`src/rtl/rv_mtimer_if.sv`:
```
// Data-bus bundle between the rv32 core and the machine-timer peripheral.
// Signals are sampled on clk edges where d_rdy=1; d_dr is registered read data, zero unless a read hit.
interface rv_mtimer_if #(
  parameter int NCH = 2
);
  logic [31:0]    d_adr;
  logic [31:0]    d_dw;
  logic [3:0]     d_we;
  logic           d_re;
  logic           d_rdy;
  logic [31:0]    d_dr;
  logic [NCH-1:0] mtirq;
  logic           irq;

  modport master (
    output d_adr, d_dw, d_we, d_re, d_rdy,
    input  d_dr, mtirq, irq
  );

  modport slave (
    input  d_adr, d_dw, d_we, d_re, d_rdy,
    output d_dr, mtirq, irq
  );
endinterface

```
`src/rtl/rv_mtimer.sv`:
```
// Machine timer: 64-bit mtime with prescaler and run control, NCH compare channels,
// per-channel interrupt enables, and a high-word snapshot for coherent 64-bit reads.
module rv_mtimer #(
  parameter int          NCH  = 2,
  parameter logic [31:0] BASE = 32'hffff8000,
  parameter int          PW   = 8
) (
  input logic         clk,
  input logic         xreset,
  rv_mtimer_if.slave  bus
);

  localparam logic [4:0] OFF_LO   = 5'd0;
  localparam logic [4:0] OFF_HI   = 5'd1;
  localparam logic [4:0] OFF_CTRL = 5'd2;
  localparam int         OFF_CMP  = 4;

  function automatic logic [31:0] f_merge(input logic [31:0] old_v,
                                          input logic [31:0] dw,
                                          input logic [3:0]  we);
    logic [31:0] res;
    res = old_v;
    for (int i = 0; i < 4; i++) begin
      if (we[i]) res[8*i +: 8] = dw[8*i +: 8];
    end
    return res;
  endfunction

  logic [63:0]    r_mtime;
  logic [31:0]    r_snap;
  logic [PW-1:0]  r_pcnt;
  logic           r_run;
  logic [PW-1:0]  r_presc;
  logic [NCH-1:0] r_ien;
  logic [63:0]    r_cmp [NCH];
  logic [NCH-1:0] r_mtirq;
  logic           r_irq;
  logic [31:0]    r_dr;

  logic        w_sel, w_wr, w_rd;
  logic [4:0]  w_off;
  logic        w_wr_lo, w_wr_hi, w_wr_ctrl, w_rd_lo;
  logic        w_tick;
  logic [31:0] w_ctrl, w_stat, w_ctrl_wr, w_lo_wr, w_hi_wr, w_rdata;
  logic [63:0] w_mtime_inc;
  logic        w_unused_bits;

  assign w_sel     = (bus.d_adr[31:7] == BASE[31:7]);
  assign w_off     = bus.d_adr[6:2];
  assign w_wr      = bus.d_rdy & w_sel & (|bus.d_we);
  assign w_rd      = bus.d_rdy & w_sel & bus.d_re;
  assign w_wr_lo   = w_wr && (w_off == OFF_LO);
  assign w_wr_hi   = w_wr && (w_off == OFF_HI);
  assign w_wr_ctrl = w_wr && (w_off == OFF_CTRL);
  assign w_rd_lo   = w_rd && (w_off == OFF_LO);

  assign w_tick      = r_run && (r_pcnt == r_presc);
  assign w_mtime_inc = r_mtime + 64'd1;
  assign w_ctrl_wr   = f_merge(w_ctrl, bus.d_dw, bus.d_we);
  assign w_lo_wr     = f_merge(r_mtime[31:0], bus.d_dw, bus.d_we);
  assign w_hi_wr     = f_merge(r_mtime[63:32], bus.d_dw, bus.d_we);
  assign w_unused_bits = ^{bus.d_adr[1:0], w_ctrl_wr};

  always_comb begin
    w_ctrl = '0;
    w_ctrl[0] = r_run;
    w_ctrl[8 +: PW] = r_presc;
    w_ctrl[16 +: NCH] = r_ien;
    w_stat = '0;
    w_stat[NCH-1:0] = r_mtirq;
  end

  always_comb begin
    w_rdata = '0;
    case (w_off)
      OFF_LO:   w_rdata = r_mtime[31:0];
      OFF_HI:   w_rdata = r_snap;
      OFF_CTRL: w_rdata = w_ctrl;
      5'd3:     w_rdata = w_stat;
      default: begin
        for (int k = 0; k < NCH; k++) begin
          if (w_off == 5'(OFF_CMP + 2*k))     w_rdata = r_cmp[k][31:0];
          if (w_off == 5'(OFF_CMP + 2*k + 1)) w_rdata = r_cmp[k][63:32];
        end
      end
    endcase
  end

  // A bus write to either mtime word overrides the tick: no increment, no carry.
  always_ff @(posedge clk or negedge xreset) begin
    if (!xreset) begin
      r_mtime <= '0;
      r_snap  <= '0;
      r_pcnt  <= '0;
      r_run   <= 1'b1;
      r_presc <= '0;
      r_ien   <= '0;
    end else begin
      if (w_wr_ctrl) begin
        r_run   <= w_ctrl_wr[0];
        r_presc <= w_ctrl_wr[8 +: PW];
        r_ien   <= w_ctrl_wr[16 +: NCH];
        r_pcnt  <= '0;
      end else if (r_run) begin
        r_pcnt <= w_tick ? '0 : r_pcnt + 1'b1;
      end

      if (w_wr_lo)      r_mtime[31:0]  <= w_lo_wr;
      else if (w_wr_hi) r_mtime[63:32] <= w_hi_wr;
      else if (w_tick)  r_mtime        <= w_mtime_inc;

      if (w_wr_hi)      r_snap <= w_hi_wr;
      else if (w_rd_lo) r_snap <= r_mtime[63:32];
    end
  end

  always_ff @(posedge clk or negedge xreset) begin
    if (!xreset) begin
      for (int k = 0; k < NCH; k++) r_cmp[k] <= '1;
      r_mtirq <= '0;
      r_irq   <= 1'b0;
    end else begin
      for (int k = 0; k < NCH; k++) begin
        if (w_wr && (w_off == 5'(OFF_CMP + 2*k)))
          r_cmp[k][31:0] <= f_merge(r_cmp[k][31:0], bus.d_dw, bus.d_we);
        if (w_wr && (w_off == 5'(OFF_CMP + 2*k + 1)))
          r_cmp[k][63:32] <= f_merge(r_cmp[k][63:32], bus.d_dw, bus.d_we);
        r_mtirq[k] <= (r_mtime >= r_cmp[k]);
      end
      r_irq <= |(r_mtirq & r_ien);
    end
  end

  always_ff @(posedge clk or negedge xreset) begin
    if (!xreset) begin
      r_dr <= '0;
    end else if (bus.d_rdy) begin
      r_dr <= w_rd ? w_rdata : '0;
    end
  end

  assign bus.d_dr  = r_dr;
  assign bus.mtirq = r_mtirq;
  assign bus.irq   = r_irq;

endmodule

```
`src/flat_wrapper.sv`:
```
// flat-port wrapper written by rule: the top's interface ports become plain ports
module rv_mtimer_flat 
#(
  parameter int          NCH  = 2,
  parameter logic [31:0] BASE = 32'hffff8000,
  parameter int          PW   = 8
)
  (clk, xreset, bus_d_adr, bus_d_dw, bus_d_we, bus_d_re, bus_d_rdy, bus_d_dr, bus_mtirq, bus_irq);
  rv_mtimer_if #(.NCH(NCH)) bus_i ();
  input logic clk;
  input logic xreset;
  input wire logic [$bits(bus_i.d_adr)-1:0] bus_d_adr;
  input wire logic [$bits(bus_i.d_dw)-1:0] bus_d_dw;
  input wire logic [$bits(bus_i.d_we)-1:0] bus_d_we;
  input wire logic [$bits(bus_i.d_re)-1:0] bus_d_re;
  input wire logic [$bits(bus_i.d_rdy)-1:0] bus_d_rdy;
  output wire logic [$bits(bus_i.d_dr)-1:0] bus_d_dr;
  output wire logic [$bits(bus_i.mtirq)-1:0] bus_mtirq;
  output wire logic [$bits(bus_i.irq)-1:0] bus_irq;
  assign bus_i.d_adr = bus_d_adr;
  assign bus_i.d_dw = bus_d_dw;
  assign bus_i.d_we = bus_d_we;
  assign bus_i.d_re = bus_d_re;
  assign bus_i.d_rdy = bus_d_rdy;
  assign bus_d_dr = bus_i.d_dr;
  assign bus_mtirq = bus_i.mtirq;
  assign bus_irq = bus_i.irq;
  rv_mtimer #(.NCH(NCH), .BASE(BASE), .PW(PW)) u_core (.clk(clk), .xreset(xreset), .bus(bus_i));
endmodule
```
`config.mk`:
```
export PLATFORM = sky130hd
export DESIGN_NAME = rv_mtimer_flat
export DESIGN_NICKNAME = d
export VERILOG_FILES = /design/src/rtl/rv_mtimer_if.sv /design/src/rtl/rv_mtimer.sv /design/src/flat_wrapper.sv
export SDC_FILE = /design/constraint.sdc
export NUM_CORES = 1
export LEC_CHECK = 0
export CAP_MARGIN = 10
export CORE_MARGIN = 2
export CORE_UTILIZATION = 65
export DETAILED_ROUTE_END_ITERATION = 8
export GPL_TIMING_DRIVEN = 0
export PLACE_DENSITY_LB_ADDON = 0.3
export SYNTH_ARGS = -nofsm -noshare
export SYNTH_HDL_FRONTEND = slang
export SYNTH_SLANG_ARGS = --single-unit
```
`constraint.sdc`:
```
create_clock -name clk -period 7.5 [get_ports clk]
set_input_delay 1.875 -clock clk [delete_from_list [all_inputs] [get_ports clk]]
set_output_delay 1.875 -clock clk [all_outputs]
set_load 0.05 [all_outputs]
```
==> impl_metrics.env <==
export IMPL_port_buffers=100
export IMPL_drt_initial_drc_count=2406
export IMPL_critPathTopFamily="simple AND/OR/NAND/NOR gates"
export IMPL_synth_edf_count=0
export IMPL_syn_nets=2001
export IMPL_finalSetupTns_ns=0
export IMPL_cp_depth=7
export IMPL_reg2reg_slack_ns=3.76
export IMPL_grt_overflow_total=0
export IMPL_cp_max_fo=10
export IMPL_htreeDepth=1
export IMPL_cp_end_kind="flop"
export IMPL_most_common_layout_cells="inv_1, nand2_1, dfrtp_1, mux2_2, ha_1"
export IMPL_finalCriticalPeriod_ns=5.62
export IMPL_nNetsFinal=2138
export IMPL_core_rowCount=60
export IMPL_ys_types=82
export IMPL_cp_required_ns=8.00
export IMPL_drc=0
export IMPL_status="finished, final reports clean"
export IMPL_yosys_area_top_type_share_pct=21.2
export IMPL_drive_gt1_share_pct=19.1
export IMPL_path_class="primary input to flop"
export IMPL_tightestPinTransition_ns=1.32
export IMPL_dp_hpwl_um=45500
export IMPL_ys_seq_elements=278
export IMPL_hold_path_class="flop to flop"
export IMPL_filler_cell_count=1820
export IMPL_fmax_ghz=0.178
export IMPL_die_area_um2=28400
export IMPL_core_um2=26700
export IMPL_critPathSlowestCell="nor4b_1"
export IMPL_synth_top_family_by_area="compound AO/OA/AOI/OAI gates"
export IMPL_crit_arrival_ns=6.12
export IMPL_slew_headroom_pct=11.4
export IMPL_numCtsBuffers=31
export IMPL_slew_violations=0
export IMPL_first_pass_iters=6
export IMPL_synth_compound_gate_area_share_pct=17.9
export IMPL_dpl_cell_area_um2=19100
export IMPL_skew_ns=0.00982
export IMPL_die_width_um=169
export IMPL_synth_fa_ha_area_share_pct=9.25
export IMPL_reg2reg_to="u_core.r_mtime[51]$_DFFE_PN0P_"
export IMPL_fin_area_um2=20100
export IMPL_grt_pass1_wl_um=95300
export IMPL_clockBufferDepth=3
export IMPL_die_h_um=169
export IMPL_hold_buffers=0
export IMPL_multiInputGateArea_um2=9460
export IMPL_viasPerCell=7.02
export IMPL_power_density_nw_per_um2=159
export IMPL_crit_chain="clkdlybuf4s50_1 -> nor4b_1 -> nand4_1 -> nor2_1 -> buf_2 -> nand3_1 -> mux2_2"
export IMPL_async_reset_ff_share_pct=100
export IMPL_yosys_warnings=0
export IMPL_leakage_uw=0.00828
export IMPL_rsz0062_at_grt="no"
export IMPL_synth_simple_area_share_pct=14.9
export IMPL_drtAntennaViolNets=0
export IMPL_synth_area_per_cell_um2=9.78
export IMPL_cts_reportedPaths_clkPinSlew_ns=0.06
export IMPL_worst_setup_path_start_kind="primary input"
export IMPL_finalPower_uw=3210
export IMPL_cts_tree="yes"
export IMPL_post_drt_wl_per_cell_um=27.1
export IMPL_yosysSeqAreaShare_pct=40.5
export IMPL_synthCells=1799
export IMPL_diodes=0
export IMPL_grt_pass1_vias=16082
export IMPL_cts_sinks=278
export IMPL_start_util_pct=65.8
export IMPL_ir_drop_uv=190
export IMPL_ff2ff_path_depth=9
export IMPL_synth_xor_area_share_pct=0.448
export IMPL_cts_root_buffer="clkbuf_16"
export IMPL_pin_count=107
export IMPL_worst_path_buf_inv=2
export IMPL_hold_viol=0
export IMPL_cts_setup_buffers=0
export IMPL_seq_area_um2=7120
export IMPL_r2r_start="u_core.r_run$_DFFE_PN1P_"
export IMPL_grt_antenna_before_repair=0
export IMPL_synth_main_ff_cell="dfrtp_1"
export IMPL_layout_commonest_cell="inv_1"
export IMPL_clk_insertion_delay_late_ns=0.58
export IMPL_synth_cell_area_um2=17600
export IMPL_area_delta_synth_final_pct=14.5
export IMPL_via_count=16169
export IMPL_startpoint="bus_d_adr[8]"
export IMPL_ys_top_cells_by_area="dfrtp_1, dfstp_2, ha_1"
export IMPL_fin_crit_sh_pct=75.0
export IMPL_crit_end="u_core.r_cmp[56]$_DFFE_PN1P_"
export IMPL_drv_cap=0
export IMPL_muxShareOfSynthArea_pct=11.2
export IMPL_setup_viol=0
export IMPL_gp_congestion=1.01
export IMPL_wirelength_um=62400
export IMPL_track_usage_pct=44.2
export IMPL_grt_max_degree=125
export IMPL_cts_resized=0
export IMPL_max_stage_delay_ns=1.04
export IMPL_yosysTopAreaCell="dfrtp_1"
==> kinds of logic after synthesis <==
family          Yosys count
buf+inv                 255
compound gates          434
flops                   278
xor+xnor                  9
simple gates            515
mux                     178
fa+ha+maj               130
==> cell type report <==
type,instances,area share [%]
plain buffers,83,1.88
clock buffers,47,4.55
clock inverters,11,0.559
inverters,172,3.21
multi-input cells,1266,47.0
flip-flops and latches,278,35.4
well taps,341,2.12
repair buffers,104,5.36
==> worst min-delay path by stage <==
| stage | to | start | cells after the start | slack (ns) |
|---|---|---|---|---|
| global placement | u_core.r_snap[28]$_DFFE_PN0P_ | u_core.r_snap[28]$_DFFE_PN0P_ | 2 | 0.46 |
| CTS | u_core.r_snap[28]$_DFFE_PN0P_ | u_core.r_snap[28]$_DFFE_PN0P_ | 2 | 0.49 |
| global route | u_core.r_snap[16]$_DFFE_PN0P_ | u_core.r_snap[16]$_DFFE_PN0P_ | 2 | 0.51 |
| finish | u_core.r_snap[29]$_DFFE_PN0P_ | u_core.r_snap[29]$_DFFE_PN0P_ | 2 | 0.49 |
| detailed placement | u_core.r_snap[18]$_DFFE_PN0P_ | u_core.r_snap[18]$_DFFE_PN0P_ | 2 | 0.47 |
| floorplan | u_core.r_snap[21]$_DFFE_PN0P_ | u_core.r_snap[21]$_DFFE_PN0P_ | 2 | 0.45 |
==> cells in the mapped netlist, types with 6 or more instances <==
master      n
a211oi_1   18
o32ai_1    12
xnor2_1     8
buf_2      13
clkbuf_1   55
ha_1      130
mux2i_1    39
a21oi_1    84
nand3_1    62
nor2b_1    10
o21a_1      9
a22o_1      7
nand2b_1   12
a21o_1     10
a32oi_1    13
o211ai_1    7
mux2_2    138
buf_1       6
o21ai_0    72
dfstp_2   129
nand4_1    46
nor2_1     93
a221o_1    37
a221oi_1   36
nor4_1     17
and4_1     14
and3_1     22
o22a_1      9
o22ai_1    33
o311ai_0    7
or3_1       8
inv_1     172
nand2_1   151
nor3_1     38
and2_1     11
dfrtp_1   149
a31oi_1    12
a22oi_1    23
==> worst register-to-register path, stage by stage, from the launching register on <==
cell and delay, ns:
dfstp_2 0.51, clkbuf_1 0.47, nand2_1 0.15, nor3_1 0.38, clkbuf_4 0.31, buf_2 0.33, clkbuf_1 0.59, nand4_1 0.41
o311ai_0 0.39, nand2_1 0.08
==> registers in the layout (all words and copies together), names as in the netlist <==
name and count:
u_core.r_cmp 128, u_core.r_mtime 64, u_core.bus.d_dr 32, u_core.r_snap 32, u_core.r_pcnt 8, u_core.r_presc 8, u_core.bus.mtirq 2, u_core.r_ien 2
u_core.bus.irq 1, u_core.r_run 1
==> through the flow <==
step                cells  worst slack (ns)  utilization [%]  hold slack (ns)
floorplan            1799              3.44                -            0.449
global placement     2240             -7.14             71.2            0.461
detailed placement   2243              1.48             71.5            0.474
CTS                  2301              2.06             75.3            0.488
global route         2302              1.86             75.3            0.510
finish               2302              1.88             75.3            0.490
==> where the power goes <==
| part | switching (uW) | internal, uW | total [uW] | leakage, uW |
|---|---|---|---|---|
| logic | 107 | 48.8 | 156 | 0.00443 |
| clock network | 644 | 907 | 1550 | 0.000510 |
| registers | 0.0000443 | 1500 | 1500 | 0.00333 |
==> layer usage <==
metal / vias to the layer above / routed length, um / GRT usage [%]
met1: 7801 / 23300 / 59.0
met5: - / 0 / 0
met3: 238 / 7420 / 9.28
met2: 1112 / 28000 / 68.9
li1: 7018 / - / -
met4: 0 / 3650 / 22.1
(Power assumes the default switching activity.)
